### src/rtl/jtframe_joyser_ctrl.sv
// ---------------------------------------------------------------------------
// jtframe_joyser_ctrl
//
// Scanner for the two-player serial joystick chain, which is a 74HC165-style
// parallel-load shift register. The block drives JOY_LOAD low to capture the
// buttons. It then clocks 24 bits out over JOY_CLK and publishes two
// active-high 12-bit joystick words together with a one-cycle frame strobe.
// All timing uses clock enables derived from clk_sys. No derived clocks are
// generated.
//
// Parameters
//   DIV    clk_sys cycles per JOY_CLK half-period (2..4096)
//   NBITS  serial bits per frame; must be 24
//
// Ports
//   clk_sys    in   system clock
//   rst        in   asynchronous, active-high reset
//   en         in   scan enable (level, sampled only between frames)
//   joy_data   in   serial data from the chain, active-low buttons
//   joy_clk    out  shift clock to the chain (registered)
//   joy_load   out  parallel load to the chain, active-low (registered)
//   joy1       out  player 1 buttons, active-high
//   joy2       out  player 2 buttons, active-high
//   scan_done  out  one-cycle pulse in the cycle joy1/joy2 update
//   busy       out  high while a frame is in progress
//
// Optional build macro
//   JTFRAME_JOYSER_DEBOUNCE_EN  an output bit changes only when two
//                               consecutive frames agree on it
// ---------------------------------------------------------------------------
module jtframe_joyser_ctrl #(
   parameter int DIV   = 128,
   parameter int NBITS = 24
)(
   input  logic        clk_sys,
   input  logic        rst,
   input  logic        en,
   input  logic        joy_data,
   output logic        joy_clk,
   output logic        joy_load,
   output logic [11:0] joy1,
   output logic [11:0] joy2,
   output logic        scan_done,
   output logic        busy
);

   if (NBITS != 24) begin : g_bad_nbits
      $error("jtframe_joyser_ctrl: NBITS must be 24");
   end
   if (DIV < 2 || DIV > 4096) begin : g_bad_div
      $error("jtframe_joyser_ctrl: DIV must be in 2..4096");
   end

   localparam int            DW       = $clog2(DIV);
   localparam logic [DW-1:0] DIV_LAST = DW'(DIV - 1);

   typedef enum logic [1:0] {
      IDLE,
      LOAD,
      SHIFT,
      LATCH
   } state_t;

   state_t           state;
   logic [DW-1:0]    div_cnt;
   logic [4:0]       bit_cnt;
   logic [1:0]       data_sync;
   logic [NBITS-1:0] shreg;       // wire levels, bit 0 = first serial bit
   logic             div_wrap;
   logic             frame_end;
   logic [23:0]      pressed;     // active-high view of the raw sample
   logic [23:0]      cur_map;     // {joy2, joy1} built from this frame
   logic [23:0]      next_map;    // value loaded into {joy2, joy1} at LATCH

   // Serial index to output bit. The result is packed as {joy2, joy1}.
   function automatic logic [23:0] map_bits(input logic [23:0] p);
      logic [11:0] j1;
      logic [11:0] j2;
      j1[8]  = p[0];   j1[6]  = p[1];   j1[5]  = p[2];   j1[4]  = p[3];
      j1[0]  = p[4];   j1[1]  = p[5];   j1[2]  = p[6];   j1[3]  = p[7];
      j2[8]  = p[8];   j2[6]  = p[9];   j2[5]  = p[10];  j2[4]  = p[11];
      j2[0]  = p[12];  j2[1]  = p[13];  j2[2]  = p[14];  j2[3]  = p[15];
      j2[10] = p[16];  j2[11] = p[17];  j2[9]  = p[18];  j2[7]  = p[19];
      j1[10] = p[20];  j1[11] = p[21];  j1[9]  = p[22];  j1[7]  = p[23];
      return {j2, j1};
   endfunction

   assign div_wrap  = (div_cnt == DIV_LAST);
   // This is the falling toggle that ends serial period 23.
   assign frame_end = (state == SHIFT) && div_wrap && joy_clk && (bit_cnt == 5'd23);
   // The wire is active-low. Inverting it here gives pressed = 1.
   assign pressed   = ~shreg;
   assign cur_map   = map_bits(pressed);

`ifdef JTFRAME_JOYSER_DEBOUNCE_EN
   logic [23:0] prev_raw;         // previous frame's active-high sample
   logic [23:0] prev_map;
   logic [23:0] agree;

   assign prev_map = map_bits(prev_raw);
   assign agree    = ~(cur_map ^ prev_map);
   // Bits on which the two frames disagree keep their published value.
   assign next_map = (cur_map & agree) | ({joy2, joy1} & ~agree);

   always_ff @(posedge clk_sys or posedge rst) begin
      if (rst)            prev_raw <= '0;
      else if (frame_end) prev_raw <= pressed;
   end
`else
   assign next_map = cur_map;
`endif

   // The chain output is asynchronous to clk_sys. A 2-flop synchroniser
   // resolves metastability. Its reset value is the released level.
   always_ff @(posedge clk_sys or posedge rst) begin
      if (rst) data_sync <= 2'b11;
      // NOTE: sequential state always uses <= so every flop samples pre-edge values.
      else     data_sync <= {data_sync[0], joy_data};
   end

   always_ff @(posedge clk_sys or posedge rst) begin
      if (rst) begin
         state     <= IDLE;
         div_cnt   <= '0;
         bit_cnt   <= '0;
         shreg     <= '1;
         joy_clk   <= 1'b0;
         joy_load  <= 1'b1;
         joy1      <= '0;
         joy2      <= '0;
         scan_done <= 1'b0;
         busy      <= 1'b0;
      end else begin
         scan_done <= 1'b0;
         case (state)
            IDLE: begin
               div_cnt <= '0;
               bit_cnt <= '0;
               joy_clk <= 1'b0;
               if (en) begin
                  state    <= LOAD;
                  joy_load <= 1'b0;
                  busy     <= 1'b1;
               end
            end

            // joy_load stays low for one full joy_clk period: DIV cycles low
            // and DIV cycles high. The rising edge here shifts nothing
            // because the chain is still loading.
            LOAD: begin
               div_cnt <= div_wrap ? '0 : div_cnt + 1'b1;
               if (div_wrap) begin
                  joy_clk <= ~joy_clk;
                  if (joy_clk) begin
                     state    <= SHIFT;
                     joy_load <= 1'b1;
                     bit_cnt  <= '0;
                  end
               end
            end

            // Sample in the cycle that drives joy_clk 0->1. The synchronised
            // value is two cycles old, so it still shows the chain output
            // from before this rising edge.
            SHIFT: begin
               div_cnt <= div_wrap ? '0 : div_cnt + 1'b1;
               if (div_wrap) begin
                  joy_clk <= ~joy_clk;
                  if (!joy_clk) begin
                     shreg <= {data_sync[1], shreg[NBITS-1:1]};
                  end else if (bit_cnt == 5'd23) begin
                     state        <= LATCH;
                     {joy2, joy1} <= next_map;
                     scan_done    <= 1'b1;
                  end else begin
                     bit_cnt <= bit_cnt + 5'd1;
                  end
               end
            end

            // The divider is held at 0 so that a back-to-back LOAD starts
            // with a fresh half-period.
            LATCH: begin
               div_cnt <= '0;
               bit_cnt <= '0;
               joy_clk <= 1'b0;
               if (en) begin
                  state    <= LOAD;
                  joy_load <= 1'b0;
               end else begin
                  state <= IDLE;
                  busy  <= 1'b0;
               end
            end

            default: state <= IDLE;
         endcase
      end
   end

endmodule

### config.mk
export PLATFORM = sky130hd
export DESIGN_NAME = jtframe_joyser_ctrl
export DESIGN_NICKNAME = d
export VERILOG_FILES = /design/src/rtl/jtframe_joyser_ctrl.sv
export SDC_FILE = /design/constraint.sdc
export NUM_CORES = 1
export LEC_CHECK = 0
export CAP_MARGIN = 30
export CORE_ASPECT_RATIO = 0.75
export CORE_MARGIN = 10
export CORE_UTILIZATION = 55
export CTS_BUF_LIST = sky130_fd_sc_hd__clkbuf_2
export CTS_CLUSTER_SIZE = 10
export DETAILED_ROUTE_END_ITERATION = 10
export HOLD_SLACK_MARGIN = 0.03
export PLACE_DENSITY = 0.78
export SYNTH_ARGS = -nofsm -noshare
export SYNTH_HDL_FRONTEND = slang
export SYNTH_SLANG_ARGS = --single-unit
### constraint.sdc
create_clock -name clk_sys -period 2.33 [get_ports clk_sys]
set_input_delay 0.233 -clock clk_sys [delete_from_list [all_inputs] [get_ports clk_sys]]
set_output_delay 0.233 -clock clk_sys [all_outputs]
set_load 0.01 [all_outputs]
==> results of run 1 <==
[through the flow]
step / total power, W / utilization
global placement: 0.00178 / 0.639
global route: 0.00258 / 0.660
floorplan: 0.00164 / -
CTS: 0.00244 / 0.660
finish: 0.00241 / 0.660
detailed placement: 0.00180 / 0.639
[flip-flops by register name (all words and copies together) (netlist names)]
name	count
joy_clk	1
bit_cnt	5
state	2
scan_done	1
shreg	24
busy	1
joy_load	1
joy2	12
div_cnt	7
data_sync	2
joy1	12
[cell usage in the layout, fill, tap and decap left out, drive strengths merged, types with 9 or more instances in the layout]
cell / count
inv: 9
clkdlybuf4s50: 31
clkbuf: 12
nor2: 11
dfstp: 27
nand3: 10
o21ai: 35
dfrtp: 41
mux2: 24
o31ai: 18
[power groups by stage]
stage          Sequential (W)  Combinational, W  Clock, W
6_report              0.00130          0.000479  0.000631
5_1_grt               0.00131          0.000546  0.000718
4_1_cts               0.00130          0.000482  0.000658
3_5_place_dp          0.00132          0.000481         0
3_3_place_gp          0.00132          0.000462         0
2_1_floorplan         0.00132          0.000326         0
[logic make-up (layout without fill, tap and decap cells)]
| logic type | after synthesis | after routing | share of synthesized area |
|---|---|---|---|
| mux | 25 | 25 | 0.119 |
| buf+inv | 21 | 64 | 0.0412 |
| fa+ha+maj | 6 | 6 | 0.0252 |
| compound gates | 69 | 69 | 0.138 |
| flops | 68 | 68 | 0.583 |
| xor+xnor | 6 | 6 | 0.0176 |
| simple gates | 43 | 43 | 0.0760 |
[worst min-delay path by stage]
stage | from | endpoint | slack, ps | depth (start not counted)
after detailed placement | data_sync[0]$_DFF_PP1_ | data_sync[1]$_DFF_PP1_ | 350 | 0
after CTS | joy_data | data_sync[0]$_DFF_PP1_ | 110 | 1
final | joy_data | data_sync[0]$_DFF_PP1_ | 150 | 1
after global routing | joy_data | data_sync[0]$_DFF_PP1_ | 80 | 1
after floorplan | joy_data | data_sync[0]$_DFF_PP1_ | 240 | 0
after global placement | data_sync[0]$_DFF_PP1_ | data_sync[1]$_DFF_PP1_ | 350 | 0
[area by class of cell]
type                    instances  share of cell area
clock buffers                  12              0.0172
multi-input cells             149               0.321
flip-flops and latches         68               0.496
clock inverters                 4              0.0118
repair buffers                 39               0.117
inverters                       9             0.00966
well taps                      75              0.0268
[critical path: cells and delay by family (launching register included)]
family | cells | cell delay, ps
flip-flops | 1 | 430
buffers and inverters | 1 | 280
AND/OR/NAND/NOR | 2 | 560
AO/OA/AOI/OAI | 2 | 340
adder cells (fa/ha/maj) | 1 | 230
[metal layers]
layer	up-vias	GRT usage	share of wire
met4	0	0.0373	0.0062
li1	937	-	-
met3	2	0.0648	0.059
met2	35	0.190	0.43
met5	-	0	0
met1	922	0.185	0.50
==> reports/results.env, run 1 <==
DIE-WIDTH_UM=105
WORST_SKEW_PAIR.LATE_LATENCY_PS=480
BUFFER_PORTS.INSERTED=31
CTS_POST_SETUP_BUFFERS_INSERTED=0
CLKTRANSATPATHREGS_PS=170
WORST-ENDPOINT-REQUIRED_PS=2700
PLACE_CONGESTION=0.751
FINISH.CELL_COUNT_WITHOUT_FILLERS=356
GRT_PASS1_VIAS=1964
NUM_VIAS=1896
HOLD_WS_PS=150
YOSYSMOSTFREQUENTCELL='sky130_fd_sc_hd__dfrtp_1'
PIN_COUNT=32
CLOCK_POWER_SHARE=0.262
VIA_PER_INST=5.33
P_SEQ_FRAC=0.539
STARTING_DENSITY=0.563
SYNTHESIS.NETS=248
POSTSYNTH.TOPFLOPCELL='sky130_fd_sc_hd__dfrtp_1'
SINKS_ON_THE_CLOCK_NET=68
CTS_ROOT_BUFFER='sky130_fd_sc_hd__clkbuf_2'
CLOCK_TREE_FROM_TRITONCTS='done'
CTS_REPAIR_RESIZE_COUNT=0
STATIC-LEAKAGE-POWER_nW=1.56
NUMBER_OF_PLACEMENT_ROWS=23
CRITPATHLAUNCHTYPE='register'
SETUP.WORST_PATH.CLASS='reg2reg'
SETUP_WS_PS=399
FLOORPLAN.CORE_AREA_MM2=0.00530
SYNTHESIS.YOSYS.WARNINGS=0
MAX-VDD-IR-DROP_mV=0.477
WL_UM=5520
CRIT_PATH_TOP_DELAY_CELL='sky130_fd_sc_hd__dfrtp_1'
OVERFLOW=0
DPL-INSTANCE-AREA_MM2=0.00338
SLEW_HR=0.674
SYNTH-SEQ-CELLS=68
MAXCAPVIOLATIONS=0
NETLIST.TOP_CELL.BY_AREA='sky130_fd_sc_hd__dfrtp_1'
CRIT_FANOUT=27
YOSYS.AREA.TOP_TYPE_SHARE=0.344
CLOCK_TREE.BUFFER_DEPTH=2
RUN_STATUS='completed'
CRIT_PATH_END='joy1[2]$_DFFE_PP0P_'
FINISH_STAGE_SETUP_VIOLS=0
GRT_ANTENNA_BEFORE_REPAIR=0
SYNTH_EDF_COUNT=0
DPL.HPWL_UM=3880
TIMING.REG2REG.WORST_PATH_DEPTH=6
ANTENNA_VIOLATING_NETS_POST_ROUTE=0
DRT_ITER0_DRC=107
CTSHOLDBUFFERS=1
CRITICAL_PATH.MAX_STAGE_DELAY_PS=430
FINISH.NET_COUNT=286
WORSTSETUPENDPOINTTYPE='register'
SYNTH_AREA_PER_CELL_UM2=12.5
CTS.HTREE.LEVELS=3
FP.DIEAREA_MM2=0.00879
MAX_SLEW.WORST_PIN.SLEW_PS=488
GRT_START_MAX_NET_PINS=37
TIMING.FINAL.MAX_SLEW_VIOLATIONS=0
FIN_SKEW_PS=21.0
NETLIST_TOP_CELLS_AREA='sky130_fd_sc_hd__dfrtp_1, sky130_fd_sc_hd__dfstp_2, sky130_fd_sc_hd__mux2_4'
GLOBAL_ROUTER_S_OVERALL_RESOURCE_USAGE=0.137
POST-PLACE-CELLS=339
POWER.DENSITY_mW_PER_MM2=689
FIRSTDRTPASSITERS=5
CP_DATA_ARRIVAL_TIME_PS=2300
POWER_REPORT.INTERNAL_TOTAL_W=0.00169
SWITCHINGPOWER_W=0.000715
REG2REG_FROM='bit_cnt[0]$_DFFE_PP0P_'
R2R_SETUP_SLACK_PS=400
CRIT_PATH_CELL_TRACE='ha_1 -> and4b_1 -> nand3_1 -> buf_12 -> o21ai_0 -> o31ai_1'
ASYNC_SR_FLOP_FRACTION=1.00
MIN_PERIOD_PS=1930
LIST_OF_MOST_FREQUENT_POST_SYNTHESIS_CELLS='sky130_fd_sc_hd__dfrtp_1, sky130_fd_sc_hd__o21ai_0, sky130_fd_sc_hd__dfstp_2'
FINISH.INSTANCE_AREA_MM2=0.00350
SYN_INST=238
REMAINING_DRC_ERRORS=0
FINAL.SETUP.TNS_PS=0
DRIVE_GT1_FRAC=0.263
SYNTH_AREA_MM2=0.00298
FLOORPLAN.DIE.HEIGHT_UM=83.7
CLOCK_BUFFERS_CREATED_BY_TRITONCTS=9
DIODES_INSERTED=0
FILLER_CELL_COUNT=456
AREAGROWTHSYNTHTOFINISH_PCT=17.3
WORST_SETUP_PATH_STARTPOINT='bit_cnt[0]$_DFFE_PP0P_'
MIN_DELAY_PATH_CLASS='in2reg'
WIRE_PER_INST_UM=15.5
FMAX_MHz=518
YOSYSUNIQUECELLTYPES=33
FINAL-HOLD-VIOLATION-COUNT=0
POWER.SHARE.SWITCHING=0.297
PART_OF_THE_TOTAL_POWER_DISSIPATED_IN_COMBINATIONAL_LOGIC=0.199
SYNTH_SEQUENTIAL_AREA_RATIO=0.583
GRT_SETUP_UNREPAIRED='false'
POST-ROUTE-PERIOD-UTIL=0.829
GRT_PASS1_WL_UM=9880
SEQUENTIAL_CELL_AREA_MM2=0.00174
REGTOREGENDPOINT='joy1[2]$_DFFE_PP0P_'
POST-PLACE-WS_PS=404
MULTI_INPUT_COMB_AREA_MM2=0.00112
Power figures use the tool's default switching activity.
==> run 2: changes to the inputs <==
CORE_UTILIZATION = 52   (was 55)
PLACE_DENSITY = 0.77   (was 0.78)
clock period = 1.63 ns   (was 2.33 ns; I/O delays follow)
==> run 2 against run 1 <==
  * The run now ends with negative setup slack left
  * Core utilization grew 3.2 points
  * Worst hold slack improved by 220 ps
  * Total power increased by 49%
  * Wire length increased by 7.2%
  * Via count is 5.9% higher
  * First-iteration DRC count fell by 2.8%
  * Sequential power grew 42%
  * Combinational power grew 68%
  * Critical path type unchanged
  * Largest power group unchanged
==> reports/results.env, run 2 (synthesized netlist as in run 1, its figures left out) <==
GRT_START_MAX_NET_PINS=36  # was 37
DIODES_INSERTED=0  # unchanged
CP_DATA_ARRIVAL_TIME_PS=2080  # was 2300 ps
PIN_COUNT=32  # unchanged
RUN_STATUS='finished, violations left'  # was completed
WORST_SKEW_PAIR.LATE_LATENCY_PS=510  # was 480 ps
MIN_PERIOD_PS=1660  # was 1930 ps
LARGEST_REGISTER_FF_COUNT=24  # unchanged
DIE-WIDTH_UM=107  # was 105 um
CRITPATHLAUNCHTYPE='register'  # unchanged
DRT_ITER0_DRC=104  # was 107
STATIC-LEAKAGE-POWER_nW=1.94  # was 1.56 nW
NUM_VIAS=2008  # was 1896
TOP_REGISTER='shreg'  # unchanged
FMAX_MHz=604  # was 518 MHz
FAILED_CHECKS='negative setup slack'
SETUP_WS_PS=-26.2  # was 399 ps
CPLARGESTDELAYFAMILY='simple AND/OR/NAND/NOR gates'  # unchanged
MIN_DELAY_PATH_CLASS='reg2reg'  # was in2reg
POWER_REPORT.INTERNAL_TOTAL_W=0.00247  # was 0.00169 W
REMAINING_DRC_ERRORS=0  # unchanged
NUMBER_OF_PLACEMENT_ROWS=23  # unchanged
FIRSTDRTPASSITERS=4  # was 5
MAX-VDD-IR-DROP_mV=0.597  # was 0.477 mV
FLOORPLAN.CORE_AREA_MM2=0.00544  # was 0.00530 mm^2
GRT_PASS1_VIAS=1871  # was 1964
FLOORPLAN.DIE.HEIGHT_UM=85.6  # was 83.7 um
REG_TOP3='shreg x24, joy1 x12, joy2 x12'  # unchanged
GRT_ANTENNA_BEFORE_REPAIR=0  # unchanged
ANTENNA_VIOLATING_NETS_POST_ROUTE=0  # unchanged
P_SEQ_FRAC=0.514  # was 0.539
CRIT_PATH_CELL_TRACE='ha_2 -> and3_4 -> nand4_4 -> or2_4 -> buf_12 -> mux2_4'  # was ha_1 -> and4b_1 -> nand3_1 -> buf_12 -> o21ai_0 -> o31ai_1
POWER.DENSITY_mW_PER_MM2=952  # was 689 mW/mm^2
FINAL-HOLD-VIOLATION-COUNT=0  # unchanged
PLACE_CONGESTION=0.855  # was 0.751
DPL.HPWL_UM=4000  # was 3880 um
BUFFER_PORTS.INSERTED=31  # unchanged
CRITICAL_PATH.MAX_STAGE_DELAY_PS=390  # was 430 ps
LAYOUT.CELLS.MOST_COMMON_LIST='sky130_fd_sc_hd__dfrtp_1, sky130_fd_sc_hd__dfstp_2, sky130_fd_sc_hd__o21ai_0'  # was sky130_fd_sc_hd__dfrtp_1, sky130_fd_sc_hd__o21ai_0, sky130_fd_sc_hd__clkdlybuf4s50_1
DRIVE_GT1_FRAC=0.359  # was 0.263
CTS_ROOT_BUFFER='sky130_fd_sc_hd__clkbuf_2'  # unchanged
CTS.HTREE.LEVELS=3  # unchanged
CLOCK_BUFFERS_CREATED_BY_TRITONCTS=9  # unchanged
WIRE_PER_INST_UM=15.7  # was 15.5 um
FINISH.NET_COUNT=306  # was 286
PART_OF_THE_TOTAL_POWER_DISSIPATED_IN_COMBINATIONAL_LOGIC=0.224  # was 0.199
WORST-ENDPOINT-REQUIRED_PS=2060  # was 2700 ps
MAXCAPVIOLATIONS=0  # unchanged
OVERFLOW=0  # unchanged
AREAGROWTHSYNTHTOFINISH_PCT=26.3  # was 17.3%
CRIT_FANOUT=11  # was 27
VIA_PER_INST=5.34  # was 5.33
FINAL.SETUP.TNS_PS=-191  # was 0 ps
CLKTRANSATPATHREGS_PS=180  # was 170 ps
WL_UM=5910  # was 5520 um
POST-ROUTE-PERIOD-UTIL=1.02  # was 0.829
SLEW_HR=0.761  # was 0.674
GRT_PASS1_WL_UM=9490  # was 9880 um
GRT_SETUP_UNREPAIRED='true'  # was false
SINKS_ON_THE_CLOCK_NET=68  # unchanged
CLOCK_POWER_SHARE=0.262  # about the same
SWITCHINGPOWER_W=0.00112  # was 0.000715 W
MAX_SLEW.WORST_PIN.SLEW_PS=358  # was 488 ps
CLOCK_TREE_FROM_TRITONCTS='done'  # unchanged
TIMING.CRITICAL_PATH.BUF_INV=1  # unchanged
COMMONEST_NON_FILL_NON_TAP_CELL_IN_THE_LAYOUT='sky130_fd_sc_hd__dfrtp_1'  # unchanged
STARTING_DENSITY=0.548  # was 0.563
CLOCK_TREE.BUFFER_DEPTH=2  # unchanged
POWER.SHARE.SWITCHING=0.311  # was 0.297
GLOBAL_ROUTER_S_OVERALL_RESOURCE_USAGE=0.130  # was 0.137
SETUP.WORST_PATH.CLASS='reg2reg'  # unchanged
FINISH_STAGE_SETUP_VIOLS=13  # was 0
FP.DIEAREA_MM2=0.00919  # was 0.00879 mm^2
TIMING.FINAL.MAX_SLEW_VIOLATIONS=0  # unchanged
FIN_SKEW_PS=32.5  # was 21.0 ps
WORSTSETUPENDPOINTTYPE='register'  # unchanged
CRIT_PATH_TOP_DELAY_CELL='sky130_fd_sc_hd__dfrtp_1'  # unchanged
DESIGN_POWER_TOTAL_W=0.00358  # was 0.00241 W
run 2: cell types whose count changed in the layout (fill, tap and decap cells not counted), moves of 3 or more:
| cell | change |
|---|---|
| sky130_fd_sc_hd__or2_4 | +3 |
| sky130_fd_sc_hd__buf_4 | +15 |
| sky130_fd_sc_hd__clkbuf_2 | -3 |
| sky130_fd_sc_hd__clkdlybuf4s50_1 | -28 |
| sky130_fd_sc_hd__o21ai_0 | -14 |
| sky130_fd_sc_hd__clkinv_2 | +3 |
| sky130_fd_sc_hd__dlymetal6s2s_1 | +10 |
| sky130_fd_sc_hd__o21ai_1 | +13 |
| sky130_fd_sc_hd__buf_12 | +3 |
| sky130_fd_sc_hd__dlygate4sd2_1 | +18 |
run 2: final timing paths:
path | slack (ps) | depth (start not counted) | end | start
setup / recovery | -30 | 6 | shreg[15]$_DFFE_PP1P_ | div_cnt[1]$_DFF_PP0_
hold / removal | 370 | 0 | data_sync[1]$_DFF_PP1_ | data_sync[0]$_DFF_PP1_
setup reg to reg | -30 | 6 | shreg[15]$_DFFE_PP1P_ | div_cnt[1]$_DFF_PP0_
hold reg to reg | 370 | 0 | data_sync[1]$_DFF_PP1_ | data_sync[0]$_DFF_PP1_
max in group asynchronous | 580 | 4 | shreg[16]$_DFFE_PP1P_ | rst
min in group asynchronous | 520 | 3 | joy2[5]$_DFFE_PP0P_ | rst
run 2: timing repair:
item                                   4_1_cts  5_1_grt
resized for setup                           29       29
endpoints found under the hold margin        8        0
hold buffers                                 2        0
setup endpoints to repair                   72       67
buffers inserted                             3        2
pin swaps                                    0        0
run 2: per-stage QoR:
step / hold WS (ps) / cells / util / setup slack (ps) / instance area [um^2]
2_1_floorplan: 167 / 238 / - / -172 / 2990
3_3_place_gp: 346 / 353 / 0.650 / -34.6 / 3530
3_5_place_dp: 347 / 353 / 0.650 / -118 / 3530
4_1_cts: 304 / 374 / 0.677 / -28.2 / 3680
5_1_grt: 336 / 376 / 0.692 / -91.1 / 3760
6_report: 369 / 376 / 0.692 / -26.2 / 3760
run 2: worst register-to-register path, stage by stage (launching register included):
cell and delay [ps]:
sky130_fd_sc_hd__dfrtp_1 390, sky130_fd_sc_hd__ha_2 180, sky130_fd_sc_hd__and3_4 200, sky130_fd_sc_hd__nand4_4 100, sky130_fd_sc_hd__or2_4 270, sky130_fd_sc_hd__buf_12 160, sky130_fd_sc_hd__mux2_4 290
run 2: layout make-up:
cell class	count	area [um^2]
inverters	9	37.5
clock inverters	7	66.3
fillers	384	1680
multi-input cells	149	1180
flip-flops and latches	68	1740
clock buffers	9	45.0
well taps	75	93.8
repair buffers	59	607
run 2: power groups by stage:
| stage | sequential, W | combinational, W | clock (W) |
|---|---|---|---|
| global placement | 0.00187 | 0.000741 | 0 |
| global route | 0.00185 | 0.000887 | 0.00106 |
| detailed placement | 0.00187 | 0.000763 | 0 |
| CTS | 0.00184 | 0.000784 | 0.000966 |
| floorplan | 0.00188 | 0.000467 | 0 |
| finish | 0.00184 | 0.000803 | 0.000938 |
run 2: layer usage:
metal | part of all wire | track usage | vias to the layer above
met5 | 0 | 0 | -
met2 | 0.44 | 0.180 | 46
met1 | 0.47 | 0.172 | 979
li1 | - | - | 976
met3 | 0.066 | 0.0673 | 7
met4 | 0.014 | 0.0436 | 0
==> run 3: changes to the inputs <==
CORE_UTILIZATION = 55   (was 52)
DONT_BUFFER_PORTS = 1   (was not set)
PLACE_DENSITY = 0.73   (was 0.77)
SKIP_LAST_GASP = 1   (was not set)
==> run 3 against run 2 <==
  * The run still ends with negative setup slack left
  * Wire length is 6.6% lower
  * Sequential cell count is the same
  * Count of clock-buffer cells in the layout up 2
  * Setup slack got worse by 6.8 ps
==> reports/results.env, run 3 (synthesized netlist as in run 1, its figures left out) <==
PLACE_CONGESTION=0.801  # was 0.855
CLOCK_BUFFERS_CREATED_BY_TRITONCTS=9  # unchanged
WL_UM=5520  # was 5910 um
REMAINING_DRC_ERRORS=0  # unchanged
GLOBAL_ROUTER_S_OVERALL_RESOURCE_USAGE=0.131  # was 0.130
CRITPATHLAUNCHTYPE='register'  # unchanged
FINISH_STAGE_SETUP_VIOLS=22  # was 13
HOLD_WS_PS=107  # was 369 ps
WORST_SKEW_PAIR.LATE_LATENCY_PS=490  # was 510 ps
GRT_ANTENNA_BEFORE_REPAIR=0  # unchanged
DRT_ITER0_DRC=97  # was 104
FINAL-HOLD-VIOLATION-COUNT=0  # unchanged
CRIT_FANOUT=12  # was 11
MIN_PERIOD_PS=1660  # about the same
TIMING.CRITICAL_PATH.BUF_INV=1  # unchanged
TIMING.FINAL.MAX_SLEW_VIOLATIONS=0  # unchanged
ANTENNA_VIOLATING_NETS_POST_ROUTE=0  # unchanged
CTS_ROOT_BUFFER='sky130_fd_sc_hd__clkbuf_2'  # unchanged
DIODES_INSERTED=0  # unchanged
CTS.HTREE.LEVELS=3  # unchanged
FLOORPLAN.DIE.HEIGHT_UM=83.7  # was 85.6 um
FAILED_CHECKS='negative setup slack'  # unchanged
COMMONEST_NON_FILL_NON_TAP_CELL_IN_THE_LAYOUT='sky130_fd_sc_hd__dfrtp_1'  # unchanged
STATIC-LEAKAGE-POWER_nW=1.56  # was 1.94 nW
DESIGN_POWER_TOTAL_W=0.00350  # was 0.00358 W
LAYOUT.CELLS.MOST_COMMON_LIST='sky130_fd_sc_hd__dfrtp_1, sky130_fd_sc_hd__dfstp_2, sky130_fd_sc_hd__o21ai_0'  # unchanged
DIE-WIDTH_UM=105  # was 107 um
MIN_DELAY_PATH_CLASS='in2async'  # was reg2reg
POST-PLACE-CELLS=321  # was 353
CLOCK_TREE_FROM_TRITONCTS='done'  # unchanged
MAXCAPVIOLATIONS=0  # unchanged
BUFFER_PORTS.INSERTED=0  # was 31
CRITICAL_PATH.MAX_STAGE_DELAY_PS=390  # about the same
OVERFLOW=0  # unchanged
FINAL.SETUP.TNS_PS=-370  # was -191 ps
STARTING_DENSITY=0.563  # was 0.548
NUMBER_OF_PLACEMENT_ROWS=23  # unchanged
RUN_STATUS='finished, violations left'  # unchanged
GRT_PASS1_VIAS=1852  # was 1871
FINAL_CORE_UTILIZATION=0.640  # was 0.692
CLKTRANSATPATHREGS_PS=170  # was 180 ps
TOP_REGISTER='shreg'  # unchanged
GRT_START_MAX_NET_PINS=39  # was 36
FP.DIEAREA_MM2=0.00879  # was 0.00919 mm^2
SETUP.WORST_PATH.CLASS='reg2reg'  # unchanged
DPL.HPWL_UM=3820  # was 4000 um
REG_TOP3='shreg x24, joy1 x12, joy2 x12'  # unchanged
FINISH.NET_COUNT=273  # was 306
SLEW_HR=0.747  # was 0.761
CP_DATA_ARRIVAL_TIME_PS=2100  # was 2080 ps
FIRSTDRTPASSITERS=5  # was 4
FILLER_CELL_COUNT=415  # was 384
WIRE_PER_INST_UM=16.1  # was 15.7 um
MAX-VDD-IR-DROP_mV=0.458  # was 0.597 mV
FLOORPLAN.CORE_AREA_MM2=0.00530  # was 0.00544 mm^2
GRT_SETUP_UNREPAIRED='true'  # unchanged
AREAGROWTHSYNTHTOFINISH_PCT=13.8  # was 26.3%
DRIVE_GT1_FRAC=0.366  # was 0.359
VIA_PER_INST=5.45  # was 5.34
MAX_SLEW.WORST_PIN.SLEW_PS=375  # was 358 ps
WORST-ENDPOINT-REQUIRED_PS=2060  # about the same
CPLARGESTDELAYFAMILY='simple AND/OR/NAND/NOR gates'  # unchanged
SETUP_WS_PS=-32.9  # was -26.2 ps
FINISH.CELL_COUNT_WITHOUT_FILLERS=343  # was 376
LARGEST_REGISTER_FF_COUNT=24  # unchanged
FMAX_MHz=601  # was 604 MHz
PIN_COUNT=32  # unchanged
GRT_PASS1_WL_UM=9320  # was 9490 um
NUM_VIAS=1870  # was 2008
POWER.DENSITY_mW_PER_MM2=1030  # was 952 mW/mm^2
CRIT_PATH_CELL_TRACE='ha_2 -> and3_4 -> nand4_4 -> or2_4 -> buf_12 -> mux2_4'  # unchanged
WORSTSETUPENDPOINTTYPE='register'  # unchanged
SINKS_ON_THE_CLOCK_NET=68  # unchanged
FIN_SKEW_PS=19.5  # was 32.5 ps
POST-ROUTE-PERIOD-UTIL=1.02  # about the same
CRIT_PATH_TOP_DELAY_CELL='sky130_fd_sc_hd__dfrtp_1'  # unchanged
CLOCK_TREE.BUFFER_DEPTH=2  # unchanged
[run 3: what timing repair did]
item | in CTS | in global routing
buffers inserted | 0 | 2
pin swaps | 0 | 0
resized for setup | 6 | 12
cloned | 1 | 0
hold buffers | 3 | 0
endpoints found under the setup margin | 47 | 55
hold endpoints to repair | 73 | 0
[run 3: per-layer routing]
layer	GRT usage	wire length, um	vias to the layer above
met2	0.196	2530	40
met3	0.0764	425	7
li1	-	-	907
met5	0	0	-
met1	0.156	2540	916
met4	0.0373	28	0
[run 3: final timing paths]
kind                       slack, ps                   start                     end  cells past startpoint
hold reg to reg                  370  data_sync[0]$_DFF_PP1_  data_sync[1]$_DFF_PP1_                      0
setup reg to reg                 -30    div_cnt[0]$_DFF_PP0_   shreg[15]$_DFFE_PP1P_                      6
min in group clk_sys             200                joy_data  data_sync[0]$_DFF_PP1_                      1
max in group asynchronous        960                     rst   shreg[19]$_DFFE_PP1P_                      3
hold / removal                   110                     rst    joy1[11]$_DFFE_PP0P_                      2
setup / recovery                 -30    div_cnt[0]$_DFF_PP0_   shreg[15]$_DFFE_PP1P_                      6
[run 3: report_power, final]
part / internal (W) / switching, W
registers: 0.00179 / 0.0000661
clock network: 0.000361 / 0.000571
logic: 0.000288 / 0.000427
total: 0.00244 / 0.00106
[run 3: per-stage QoR]
stage | cell area, um^2 | worst slack [ps]
floorplan | 2990 | -172
global placement | 3190 | -7.54
detailed placement | 3190 | -65.5
CTS | 3370 | -46.9
global route | 3390 | -104
finish | 3390 | -32.9
[run 3: area by class of cell]
type / count / area (um^2) / area share
inverters: 9 / 37.5 / 0.0111
well taps: 75 / 93.8 / 0.0277
clock buffers: 11 / 55.1 / 0.0162
repair buffers: 26 / 273 / 0.0805
multi-input cells: 149 / 1140 / 0.337
clock inverters: 5 / 52.6 / 0.0155
flip-flops and latches: 68 / 1740 / 0.512
